### src/rtl/hamming_enc_sequencer.sv
// Hamming SECDED encode sequencer: reads 11-bit messages as byte pairs,
// writes 16-bit encoded words back to the destination region.
module hamming_enc_sequencer #(
  parameter int unsigned NUM_MSG  = 15,
  parameter int unsigned SRC_BASE = 0,
  parameter int unsigned DST_BASE = 30,
  parameter int unsigned AW       = 8
) (
  input  logic          clk,
  input  logic          reset,
  input  logic          start,
  output logic [AW-1:0] mem_addr,
  input  logic [7:0]    mem_rd_data,
  output logic          mem_wr_en,
  output logic [7:0]    mem_wr_data,
  output logic          busy,
  output logic          done,
  output logic [3:0]    msg_idx
);

  typedef enum logic [2:0] {
    IDLE,
    RD_LO,
    RD_HI,
    WR_LO,
    WR_HI,
    DONE
  } state_t;

  localparam logic [3:0] LAST = 4'(NUM_MSG - 1);

  state_t        state;
  state_t        nxt;
  logic [11:1]   d;
  logic [AW-1:0] off;
  logic [AW-1:0] src_addr;
  logic [AW-1:0] dst_addr;
  logic          p0;
  logic          p1;
  logic          p2;
  logic          p4;
  logic          p8;

  assign off      = AW'({msg_idx, 1'b0});
  assign src_addr = AW'(SRC_BASE) + off;
  assign dst_addr = AW'(DST_BASE) + off;

  assign p8 = ^d[11:5];
  assign p4 = (^d[11:8]) ^ (^d[4:2]);
  assign p2 = d[11] ^ d[10] ^ d[7] ^ d[6] ^ d[4] ^ d[3] ^ d[1];
  assign p1 = d[11] ^ d[9] ^ d[7] ^ d[5] ^ d[4] ^ d[2] ^ d[1];
  assign p0 = (^d[11:1]) ^ p8 ^ p4 ^ p2 ^ p1;

  always_ff @(posedge clk) begin
    if (reset) begin
      state   <= IDLE;
      msg_idx <= '0;
      d       <= '0;
    end else begin
      state <= nxt;
      unique case (state)
        IDLE, DONE: if (start) msg_idx <= '0;
        RD_LO:      d[8:1] <= mem_rd_data;
        RD_HI:      d[11:9] <= mem_rd_data[2:0];
        WR_HI:      if (msg_idx != LAST) msg_idx <= msg_idx + 4'd1;
        default:    ;
      endcase
    end
  end

  // Outputs depend only on registered state, index and latched data.
  always_comb begin
    nxt         = state;
    busy        = 1'b0;
    done        = 1'b0;
    mem_wr_en   = 1'b0;
    mem_addr    = '0;
    mem_wr_data = '0;
    unique case (state)
      IDLE: begin
        if (start) nxt = RD_LO;
      end
      RD_LO: begin
        busy     = 1'b1;
        mem_addr = src_addr;
        nxt      = RD_HI;
      end
      RD_HI: begin
        busy     = 1'b1;
        mem_addr = src_addr + AW'(1);
        nxt      = WR_LO;
      end
      WR_LO: begin
        busy        = 1'b1;
        mem_addr    = dst_addr;
        mem_wr_en   = 1'b1;
        mem_wr_data = {d[4:2], p4, d[1], p2, p1, p0};
        nxt         = WR_HI;
      end
      WR_HI: begin
        busy        = 1'b1;
        mem_addr    = dst_addr + AW'(1);
        mem_wr_en   = 1'b1;
        mem_wr_data = {d[11:5], p8};
        nxt         = (msg_idx == LAST) ? DONE : RD_LO;
      end
      DONE: begin
        done = 1'b1;
        if (start) nxt = RD_LO;
      end
      default: nxt = IDLE;
    endcase
  end

endmodule
### config.mk
export PLATFORM = sky130hd
export DESIGN_NAME = hamming_enc_sequencer
export DESIGN_NICKNAME = d
export VERILOG_FILES = /design/src/rtl/hamming_enc_sequencer.sv
export SDC_FILE = /design/constraint.sdc
export NUM_CORES = 1
export LEC_CHECK = 0
export BUFFER_PORTS_ARGS = -buffer_cell sky130_fd_sc_hd__buf_2
export CAP_MARGIN = 15
export CELL_PAD_IN_SITES_DETAIL_PLACEMENT = 1
export CELL_PAD_IN_SITES_GLOBAL_PLACEMENT = 1
export CORE_ASPECT_RATIO = 0.6
export CORE_MARGIN = 3
export CORE_UTILIZATION = 41
export DETAILED_ROUTE_END_ITERATION = 8
export PLACE_DENSITY_LB_ADDON = 0.05
export SYNTH_ARGS = -nofsm -noshare
export SYNTH_HDL_FRONTEND = slang
export SYNTH_SLANG_ARGS = --single-unit
### constraint.sdc
create_clock -name clk -period 3.3 [get_ports clk]
set_clock_uncertainty 0.05 [all_clocks]
set_input_delay 0.66 -clock clk [delete_from_list [all_inputs] [get_ports clk]]
set_output_delay 0.66 -clock clk [all_outputs]
set_load 0.01 [all_outputs]
# [Word level (Yosys, flattened, before mapping)]
# Cells that the tools add are included.
# W data, S select, Z words.
[word_totals] input_bits=11 register_bits=18 out_inout_bits=23
[op_classes] reduce_logical=10 eq_ne=9 muxes=11 n_addsub=4 n_bitwise=17
[ops] op="$pmux W7 S4" count=1
[ops] op="$xor A1 B1 Y1" count=17
[ops] op="$pmux W8 S2" count=1
[ops] op="$pmux W3 S5" count=1
[ops] op="$reduce_xor A11 Y1" count=1
[ops] op="$mux W4" count=2
[ops] op="$pmux W4 S2" count=1
[ops] op="$add A6 B1 Y7 const B" count=1
[ops] op="$reduce_xor A7 Y1" count=1
[ops] op="$add A5 B1 Y6 const B" count=1
[ops] op="$add A5 B5 Y6 const A" count=1
[ops] op="$eq A3 B2 Y1 const B" count=2
[ops] op="$eq A3 B3 Y1 const B" count=2
[ops] op="$mux W3" count=2
[ops] op="$add A4 B1 Y4 const B" count=1
[ops] op="$eq A4 B4 Y1 const B" count=1
[ops] op="$ne A4 B4 Y1 const B" count=1
[ops] op="$reduce_or A2 Y1" count=2
[ops] op="$reduce_or A4 Y1" count=1
[ops] op="$reduce_xor A4 Y1" count=1
[ops] op="$eq A3 B1 Y1 const B" count=1
[ops] op="$logic_not A3 Y1" count=1
[ops] op="$mux W1" count=3
[ops] op="$reduce_and A3 Y1" count=1
[ops] op="4 further kinds" count=4

# [Logic depth before layout (Yosys ltp)]
# Gate-level depths: netlist of the first run.
[depth] word_depth=9 ltp_mapped=7

# [Worst setup path before layout of the first run]
# OpenSTA, ideal clock, no wires.
[synth_path] path_type="register -> output" start="register d[4] (netlist name)" end="output mem_wr_data[0]" stages_incl_launch_ff=5 slack_ns=1.109 required_ns=2.590 arrival_time_ns=1.481 cell_sequence="dfxtp_1 > xor2_1 > xnor3_1 > xor2_1 > a22o_1"
[synth_via] elab_chain_cells=6 word_cells_on_any_way=14 classes_between="1 x mux; 11 x bitwise; 2 x reduce/logical"
[synth_lines] element="start, declared" line_no="34" text="logic [11:1] d;"
[synth_lines] element="$reduce_xor A11 Y1 (tied with other cells)" line_no="52" text="assign p0 = (^d[11:1]) ^ p8 ^ p4 ^ p2 ^ p1;"
[synth_lines] element="$xor A1 B1 Y1, on equally long branches" line_no="52, 49, 50"
[synth_lines] element="$xor A1 B1 Y1, on equally long branches" line_no="52, 50"
[synth_lines] element="$xor A1 B1 Y1" line_no="52"
[synth_lines] element="$xor A1 B1 Y1 (*)" line_no="52"
[synth_lines] element="$pmux W8 S2 (*)" line_no="79" text="unique case (state)"
[synth_lines] element="end, declared" line_no="15" text="output logic [7:0] mem_wr_data,"
# Mark *: on every way between the ends. The rest lies on a longest branch, timed or not.

# [Worst setup path in the final report of the first run]
[layout_path] start="register state[2]" end="output mem_addr[3]"
[layout_via] elab_chain_cells=2 word_cells_on_any_way=5 classes_between="4 x eq/ne; 1 x mux"
[layout_lines] element="start, declared" line_no="32" text="state_t state;"
[layout_lines] element="start signal, assigned" line_no="60" text="state <= nxt;"
[layout_lines] element="$eq A3 B3 Y1 (tied with other cells)" line_no="79"
[layout_lines] element="$pmux W7 S4 (*)" line_no="79"
[layout_lines] element="end, declared" line_no="12" text="output logic [AW-1:0] mem_addr,"
# Marks and branches as above.

==> metrics.md, run 1 <==
| Metric | Value |
|---|---|
| CP Class | `flop to primary output` |
| Final Hold Fails | `0` |
| Yosys warns | `0` |
| Total track usage | `0.185` |
| Max Transition Viols Final | `0` |
| Combinational Power Share | `0.301` |
| Sw Ratio | `0.313` |
| CTS tree | `yes` |
| Filler cell count | `371` |
| Cells after Synth | `152` |
| Slew headroom | `0.514` |
| FMAX | `365 MHz` |
| Worst path bufs/invs | `1` |
| Root Buffer | `clkbuf_8` |
| Vias per cell | `5.41` |
| Inst Count DP | `213` |
| Post_cts resized | `0` |
| Starting Density | `0.437` |
| Area growth, synth to finish | `16.3%` |
| Number of hold buffers added after cts | `0` |
| # Post-CTS Setup Buffers | `0` |
| WL per Instance | `16.2 µm` |
| Post-Route WL | `3520 µm` |
| Required time of the critical path | `2.59 ns` |
| Number of global-route vias before repair | `1093` |
| LEAKAGE | `0.675 nW` |
| I/O pin cnt | `34` |
| Worst setup SP type | `flop` |
| Skew-Pair Late Insertion Delay | `~0.26 ns` |
| Core Box Area | `0.00293 mm²` |
| Grt ovf | `0` |
| Setup Slack @ Placement | `~0.84 ns` |
| Clk sinks | `18` |
| Int Pwr | `between 0.4 and 0.5 mW` |
| Hold WC Path Type | `flop to flop` |
| FP Rows | `15` |
| Largest vdd supply drop | `approximately 0.00017 V` |
| Clk pin slew, worst setup/hold paths | `0.07 ns` |
| Detailed Routing Iterations Pass 1 | `4` |
| Slowest cell on crit path | `dfxtp_1` |
| CP arrival | `2.03 ns` |
| R2R Setup Slk | `1.22 ns` |
| Switch Pwr | `0.199 mW` |
| Crit end category | `primary output` |
| Max Root-Sink Buffers | `2` |
| Multi-input logic area | `between 800 and 900 µm²` |
| Cell chain of the critical path | `or3b_1, o22a_1, a21oi_1, buf_2` |
| Fin worst setup slack | `approximately 0.56 ns` |
| Status | `completed` |
| Share of layout cells above drive strength 1 | `0.211` |
| Final Critical Period | `2.74 ns` |
| Sequential share of power | `0.414` |
| Largest net degree at the start of global routing | `22` |
| Number of CTS-inserted buffers | `3` |
| Area post-placement | `0.00143 mm²` |
| Seq/Total Area, Yosys | `0.282` |
| Synth top area share | `0.282` |
| Mapped cell area | `about 0.0013 mm²` |
| Max_cap viols | `0` |
| Cell family contributing the most delay on the critical path | `flip-flops` |
| Worst path max stage delay | `0.66 ns` |
| Ys async rst share | `0` |
| First-pass GRT wire length | `5570 µm` |
| CTS H-tree lvls | `1` |
| Setup_tns | `0 ns` |
| Final Wtd Congestion | `0.859` |
| Final worst path period share | `0.829` |
| Post-route cell area | `between 0.001 and 0.0015 mm²` |
| Cell taking the most area after synthesis | `dfxtp_1` |
| Synth cell types | `39` |
| DR vias | `1174` |
| DR iter-0 viols | `43` |
| Synth area leaders | `dfxtp_1 28%, mux2i_1 9.4%, xnor2_1 7.5%, nor2_1 6.5%, xnor3_1 5.3%` |
| Non-Filler Instances | `~220` |
| CP max FO | `16` |
| PwrDens | `428 mW/mm²` |
| Synth Flop Type | `dfxtp_1` |
| Die height | `49.3 µm` |
| RSZ-0062 raised after global routing | `false` |
| Hold_ws | `0.503 ns` |
| Die area | `between 0.003 and 0.004 mm²` |
| Synth Register Bits | `18` |
| Drt drc | `0` |
| Post-DP HPWL | `2730 µm` |
| Number of setup violations in the final report | `0` |
| Post-synth EDFFs | `0` |
| Initial antenna violation count | `0` |
| Syn Area/Cell | `8.42 µm²` |
| ANT nets after route | `0` |
| Nets | `190` |
| Clk pwr share | `0.285` |
| PortBufs | `31` |
| Die width | `78.1 µm` |
| Worst-Margin Slew | `around 0.73 ns` |
| FF/Latch Area | `360 µm²` |
| Antenna Cells | `0` |
power groups by stage:
stage               logic, mW  registers (mW)  clock network [mW]
floorplan               0.165           0.248                   0
global placement        0.186           0.266                   0
detailed placement      0.191           0.268                   0
CTS                     0.193           0.264               0.189
global route            0.208           0.269               0.199
finish                  0.192           0.264               0.182
worst reg2reg max path: cells and delay by family (launching register included):
kind | cells | cell delay, ns
and+or+nand+nor | 2 | 1.12
DFF | 1 | 0.66
AOI/OAI and AO/OA | 1 | 0.18
routing by layer:
layer | GRT usage | routed length (µm) | part of all wire
met5 | 0 | 0 | 0
met1 | 0.260 | 1750 | 0.50
met2 | 0.281 | 1540 | 0.44
met4 | 0.0436 | 8 | 0.0023
met3 | 0.0517 | 226 | 0.064
placed cells by master (no fill, tap or decap), types with 2 or more instances in the layout:
cell / count
inv_1: 3
a22o_1: 6
nor2_1: 22
and2_1: 2
nor3b_1: 2
nand2_1: 9
o22ai_1: 3
dfxtp_1: 18
nand2b_1: 2
or4_1: 2
o21ai_0: 6
nand3_1: 2
xnor2_1: 11
clkbuf_8: 4
mux2i_1: 12
conb_1: 2
xor2_1: 7
xnor3_1: 3
a21oi_1: 9
ha_1: 3
buf_2: 31
sequential cells by signal (all words and copies together) (netlist names):
register and cells:
msg_idx 4, state 3, d 11
layout make-up:
cell class              instances  share of cell area
multi-input cells             119               0.574
flip-flops and latches         18               0.242
repair buffers                 31               0.104
clock buffers                   4              0.0370
well taps                      42              0.0353
inverters                       3             0.00756
cell families (layout without fill, tap and decap cells):
kind of cell    Yosys count  in the layout  synth area share
compound gates           30             30             0.152
xor+xnor                 22             22             0.195
mux                      12             12            0.0938
buf+inv                  16             38            0.0538
fa+ha+maj                 3              3            0.0293
simple gates             50             50             0.193
other cells               1              2           0.00293
flops                    18             18             0.282
Yosys cell counts (all sizes together), types with 2 or more instances:
master / n
o22ai: 3
xnor3: 3
nor2: 23
mux2i: 12
and2: 2
nand2b: 2
a22o: 6
o21ai: 6
dfxtp: 18
inv: 3
nor3b: 2
xor2: 7
a21oi: 9
nand2: 9
or4: 2
clkbuf: 8
buf: 5
nand3: 2
xnor2: 11
ha: 3
through the flow:
stage	power, mW	util
CTS	0.645	0.509
global placement	0.452	0.490
global route	0.676	0.509
floorplan	0.413	-
detailed placement	0.459	0.490
finish	0.638	0.509
path summary, 6_finish.rpt:
| path | from | endpoint | cells past startpoint |
|---|---|---|---|
| hold reg to reg | d[9] | d[9] | 2 |
| setup / recovery | state[2] | mem_addr[3] | 4 |
| hold / removal | d[9] | d[9] | 2 |
| setup reg to reg | state[2] | msg_idx[3] | 3 |
Power figures use the tool's default switching activity.
==> run 2, diff against run 1 <==
ABC_AREA = 1   (was default)
CORE_UTILIZATION = 32   (was 41)
clock period = 2.34 ns   (was 3.3 ns; I/O delays follow)
==> metrics.md, run 2 <==
| Metric | Value |
|---|---|
| Cell chain of the critical path | `xnor2_4, nand2_1, nand2_1, nand2_1, nand2_1, nand2_1, nand2_1, nand2_1, nand3_1, nand2_1, buf_2` |
| CP max FO | `5` |
| Vias per cell | `4.90` |
| First-pass GRT wire length | `between 7000 and 8000 µm` |
| Hold_ws | `approximately 0.35 ns` |
| CTS tree | `yes` |
| Sequential share of power | `0.324` |
| PortBufs | `31` |
| Number of CTS-inserted buffers | `3` |
| I/O pin cnt | `34` |
| Hold WC Path Type | `input pin to flop` |
| Number of flip-flops under the largest register name | `11` |
| Total track usage | `0.171` |
| CP Class | `flop to primary output` |
| Sw Ratio | `0.439` |
| Clk sinks | `18` |
| Post-Route WL | `about 4500 µm` |
| Filler cell count | `548` |
| Antenna Cells | `0` |
| Worst setup SP type | `flop` |
| Drt drc | `0` |
| FP Rows | `17` |
| CTS H-tree lvls | `1` |
| Nets | `279` |
| Final Wtd Congestion | `0.810` |
| Number of setup violations in the final report | `0` |
| RSZ-0062 raised after global routing | `true` |
| Worst path bufs/invs | `1` |
| Reg with most FFs | `d` |
| Count leader, synth | `nand2_1` |
| Final Critical Period | `around 2.2 ns` |
| Mapped cell area | `0.00138 mm²` |
| Combinational Power Share | `0.500` |
| Cell taking the most area after synthesis | `dfxtp_1` |
| Leading cell type in the layout, fill and taps excluded | `nand2_1` |
| Synth Flop Type | `dfxtp_1` |
| CP arrival | `1.71 ns` |
| ANT nets after route | `0` |
| Starting Density | `0.354` |
| Switch Pwr | `~0.54 mW` |
| Status | `completed` |
| Int Pwr | `approximately 0.69 mW` |
| Share of layout cells above drive strength 1 | `0.281` |
| DR iter-0 viols | `64` |
| Slowest cell on crit path | `dfxtp_4` |
| Cell family contributing the most delay on the critical path | `simple AND/OR/NAND/NOR gates` |
| Post-DP HPWL | `3630 µm` |
| Die height | `56.9 µm` |
| Syn Area/Cell | `between 6 and 7 µm²` |
| DR vias | `1569` |
| Clk pin slew, worst setup/hold paths | `0.07 ns` |
| Final worst path period share | `0.954` |
| Number of global-route vias before repair | `1410` |
| Top cell by count, worst path | `nand2_1` |
| FMAX | `448 MHz` |
| PwrDens | `698 mW/mm²` |
| Max Root-Sink Buffers | `2` |
| Grt ovf | `0` |
| Die area | `0.00518 mm²` |
| Skew-Pair Late Insertion Delay | `about 0.25 ns` |
| Die width | `90.9 µm` |
| Clk pwr share | `0.175` |
| Synth Register Bits | `18` |
| Largest net degree at the start of global routing | `17` |
| Yosys warns | `0` |
| Detailed Routing Iterations Pass 1 | `4` |
| Worst path max stage delay | `approximately 0.38 ns` |
| Root Buffer | `clkbuf_8` |
| Final core occ | `0.449` |
| Core Box Area | `0.00391 mm²` |
| WL per Instance | `14.2 µm` |
| Max Transition Viols Final | `0` |
| Crit end category | `primary output` |
| Most frequent cells in the layout | `74 x nand2_1, 31 x buf_2, 22 x inv_1` |
| LEAKAGE | `0.902 nW` |
| Largest vdd supply drop | `0.000288 V` |
| Seq/Total Area, Yosys | `0.260` |
| Required time of the critical path | `~1.8 ns` |
| Ys async rst share | `0` |
| Post-synth EDFFs | `0` |
| Commonest cells post-synth | `76 x nand2_1, 26 x inv_1, 18 x dfxtp_1, 17 x o21ai_0` |
| Synth area leaders | `dfxtp_1 26%, nand2_1 21%, inv_1 7.1%, o21ai_0 6.1%, a21oi_1 5.1%` |
| Cells after Synth | `223` |
| Final Hold Fails | `0` |
| Regs by FF count | `d (11), msg_idx (4), state (3)` |
| Max_cap viols | `0` |
| Synth top area share | `0.260` |
| Area growth, synth to finish | `26.9%` |
| Initial antenna violation count | `0` |
| Synth cell types | `30` |
-- run 2: cell type report --
cell class              count  area (µm²)  area share
flip-flops and latches     18         384       0.219
inverters                  29         115      0.0656
multi-input cells         173         921       0.525
clock buffers               3        41.3      0.0235
well taps                  57        71.3      0.0406
repair buffers             40         223       0.127
-- run 2: per-stage QoR --
step | power [mW] | setup TNS (ns) | instances | area (µm²) | worst slack, ns
global route | 1.34 | -0.0703 | 320 | 1760 | -0.0703
detailed placement | 0.963 | 0 | 309 | 1600 | 0.241
finish | 1.23 | 0 | 320 | 1760 | 0.108
CTS | 1.18 | 0 | 312 | 1640 | 0.000943
global placement | 0.955 | 0 | 309 | 1600 | 0.251
floorplan | 0.806 | 0 | 224 | 1390 | 0.564
-- run 2: path summary, 6_finish.rpt --
| kind | start | slack [ns] | depth (start not counted) | end |
|---|---|---|---|---|
| hold reg to reg | msg_idx[0] | 0.47 | 2 | msg_idx[0] |
| hold / removal | reset | 0.35 | 2 | state[0] |
| setup / recovery | d[4] | 0.11 | 11 | mem_wr_data[0] |
| setup reg to reg | msg_idx[0] | 0.76 | 6 | msg_idx[3] |
-- run 2: timing repair --
item                                    CTS  global route
pin swaps                                 0             2
setup buffers                             0             8
hold buffers                              0             0
gates resized for setup                   1            23
endpoints found under the setup margin    1             6
-- run 2: power by group through the flow --
stage | Combinational, mW | Sequential, mW | Clock (mW)
6_report | 0.613 | 0.398 | 0.215
4_1_cts | 0.572 | 0.388 | 0.221
5_1_grt | 0.697 | 0.405 | 0.243
3_5_place_dp | 0.569 | 0.394 | 0
2_1_floorplan | 0.421 | 0.385 | 0
3_3_place_gp | 0.561 | 0.394 | 0
-- run 2: logic make-up after synthesis --
family	after synthesis	synth area share
AO/OA/AOI/OAI	45	0.178
XOR/XNOR	11	0.0750
adder cells (fa/ha/maj)	3	0.0271
buffers and inverters	33	0.0958
flip-flops	18	0.260
other	1	0.00271
AND/OR/NAND/NOR	112	0.361
-- run 2: routing by layer --
metal | GRT usage | share of wire | up-vias
met1 | 0.278 | 0.57 | 739
met3 | 0.0448 | 0.051 | 0
met4 | 0.0129 | 0 | 0
met2 | 0.228 | 0.38 | 26
met5 | 0 | 0 | -
li1 | - | - | 804
==> run 3, diff against run 2 <==
PLACE_DENSITY = 0.81   (was default)
PLACE_DENSITY_LB_ADDON = default   (was 0.05)
==> metrics.md, run 3 (same netlist as run 2, synthesis figures left out) <==
| Metric | Value |
|---|---|
| Worst path max stage delay | `0.38 ns` |
| Worst reg2reg path endpoint | `msg_idx[3]` |
| Drt drc | `0` |
| PwrDens | `733 mW/mm²` |
| Int Pwr | `0.727 mW` |
| FP Rows | `17` |
| Regs by FF count | `d (11), msg_idx (4), state (3)` |
| Layer with the highest usage | `met1` |
| Vias per cell | `5.03` |
| Global Route met1 Usage | `0.269` |
| Number of CTS-inserted buffers | `3` |
| Crit end category | `primary output` |
| Die height | `56.9 µm` |
| Number of global-route vias before repair | `1474` |
| Post-route cell area | `0.00176 mm²` |
| DR iter-0 viols | `57` |
| Hold EP | `state[1]` |
| CP startpoint | `d[1]` |
| Starting Density | `0.354` |
| Skew-Pair Late Insertion Delay | `0.26 ns` |
| Clk sinks | `18` |
| Share of layout cells above drive strength 1 | `0.319` |
| Clk pin slew, worst setup/hold paths | `0.07 ns` |
| Leading cell type in the layout, fill and taps excluded | `nand2_1` |
| Status | `completed` |
| Die area | `just over 0.005 mm²` |
| Antenna Cells | `0` |
| Hold Crit Start | `reset` |
| Final core occ | `0.450` |
| Worst setup SP type | `flop` |
| CP max FO | `5` |
| Cell family contributing the most delay on the critical path | `simple AND/OR/NAND/NOR gates` |
| First-pass GRT wire length | `7290 µm` |
| Hold WC Path Type | `input pin to flop` |
| R2R Setup Slk | `0.79 ns` |
| Slowest cell on crit path | `dfxtp_4` |
| PortBufs | `31` |
| Final Hold Fails | `0` |
| Worst path bufs/invs | `3` |
| Met3 usage | `0.0277` |
| Die width | `90.9 µm` |
| CTS tree | `yes` |
| WL per Instance | `approximately 15 µm` |
| Final worst path period share | `0.960` |
| LEAKAGE | `just over 0.9 nW` |
| Nets | `roughly 280` |
| Core Box Area | `approximately 0.0039 mm²` |
| Area post-placement | `about 0.0016 mm²` |
| FMAX | `445 MHz` |
| Pwr Total | `1.29 mW` |
| Max_cap viols | `0` |
| Most frequent cells in the layout | `69 x nand2_1, 31 x buf_2, 18 x inv_1` |
| Max Transition Viols Final | `0` |
| R2R Path Start | `msg_idx[0]` |
| Root Buffer | `clkbuf_8` |
| Sequential share of power | `0.312` |
| Final Critical Period | `~2.2 ns` |
| Filler cell count | `551` |
| Detailed Routing Iterations Pass 1 | `4` |
| GR met2 Demand/Resource | `0.264` |
| Hold path depth | `2` |
| CP Class | `flop to primary output` |
| Number of flip-flops under the largest register name | `11` |
| Number of setup violations in the final report | `0` |
| Max Root-Sink Buffers | `2` |
| Top cell by count, worst path | `nand2_1` |
| Combinational Power Share | `0.490` |
| DR vias | `1594` |
| Total track usage | `0.178` |
| CTS H-tree lvls | `1` |
| Hold_ws | `about 0.34 ns` |
| Cells on worst reg2reg path | `6` |
| Largest vdd supply drop | `0.000388 V` |
| Area growth, synth to finish | `27.4%` |
| Final Wtd Congestion | `0.872` |
| Post-Route WL | `4850 µm` |
| Grt ovf | `0` |
| Setup Slack @ Placement | `0.234 ns` |
| Post-DP HPWL | `3660 µm` |
| Cell chain of the critical path | `inv_2, nand2_1, nand2_2, buf_4, xor2_2, nand3_1, nand2_1, nand2_1, nand3_1, nand2_1, buf_2` |
| ANT nets after route | `0` |
| Reg with most FFs | `d` |
| Fin worst setup slack | `around 0.094 ns` |
| Initial antenna violation count | `0` |
| I/O pin cnt | `34` |
| Sw Ratio | `0.438` |
| Clk pwr share | `0.198` |
| Required time of the critical path | `1.82 ns` |
| Switch Pwr | `0.565 mW` |
| CP arrival | `around 1.7 ns` |
| Largest net degree at the start of global routing | `17` |
-- run 3: changes by cell type in the layout (fill, tap and decap cells not counted), moves of 2 or more --
cell	change
inv_2	+4
nand2_1	-5
inv_1	-4
nand2_2	+4
buf_4	-4
dfxtp_2	+3
dfxtp_1	-2
-- run 3: cell type report --
class,instances,area [µm²],share of cell area
Timing Repair Buffer,36,193,0.109
Clock buffer,4,55.1,0.0312
Multi-Input combinational cell,173,946,0.537
Inverter,29,114,0.0646
Sequential cell,18,384,0.218
Tap cell,57,71.3,0.0405
-- run 3: worst max path at each step --
stage | to | slack (ns) | cells past startpoint
after global routing | mem_wr_data[0] | -0.04 | 14
final | mem_wr_data[0] | 0.09 | 11
after floorplan | mem_addr[5] | 0.56 | 6
after global placement | mem_wr_data[0] | 0.24 | 14
after CTS | mem_wr_data[0] | 0.0008 | 14
after detailed placement | mem_wr_data[0] | 0.23 | 14
-- run 3: power groups by stage --
stage               Clock (mW)  Sequential (mW)  Combinational [mW]
global placement             0            0.392               0.555
detailed placement           0            0.394               0.571
global route             0.280            0.409               0.720
CTS                      0.262            0.388               0.574
floorplan                    0            0.385               0.421
finish                   0.256            0.403               0.633
-- run 3: through the flow --
stage	TNS, ns	cells
after floorplan	0	224
after global placement	0	310
after detailed placement	0	310
after CTS	0	314
after global routing	-0.0432	317
final	0	317
-- run 3: metal layers --
metal  share of wire  routed length, µm  vias up
li1                -                  -      797
met2            0.44               2150       44
met3           0.054                262        7
met1            0.49               2390      746
met5               0                  0        -
met4          0.0099                 48        0
-- run 3: repair_timing --
| action | in CTS | in global routing |
|---|---|---|
| pin swaps | 0 | 3 |
| buffers inserted | 0 | 3 |
| setup endpoints to repair | 1 | 6 |
| gates resized for setup | 2 | 35 |
| hold buffers | 0 | 0 |
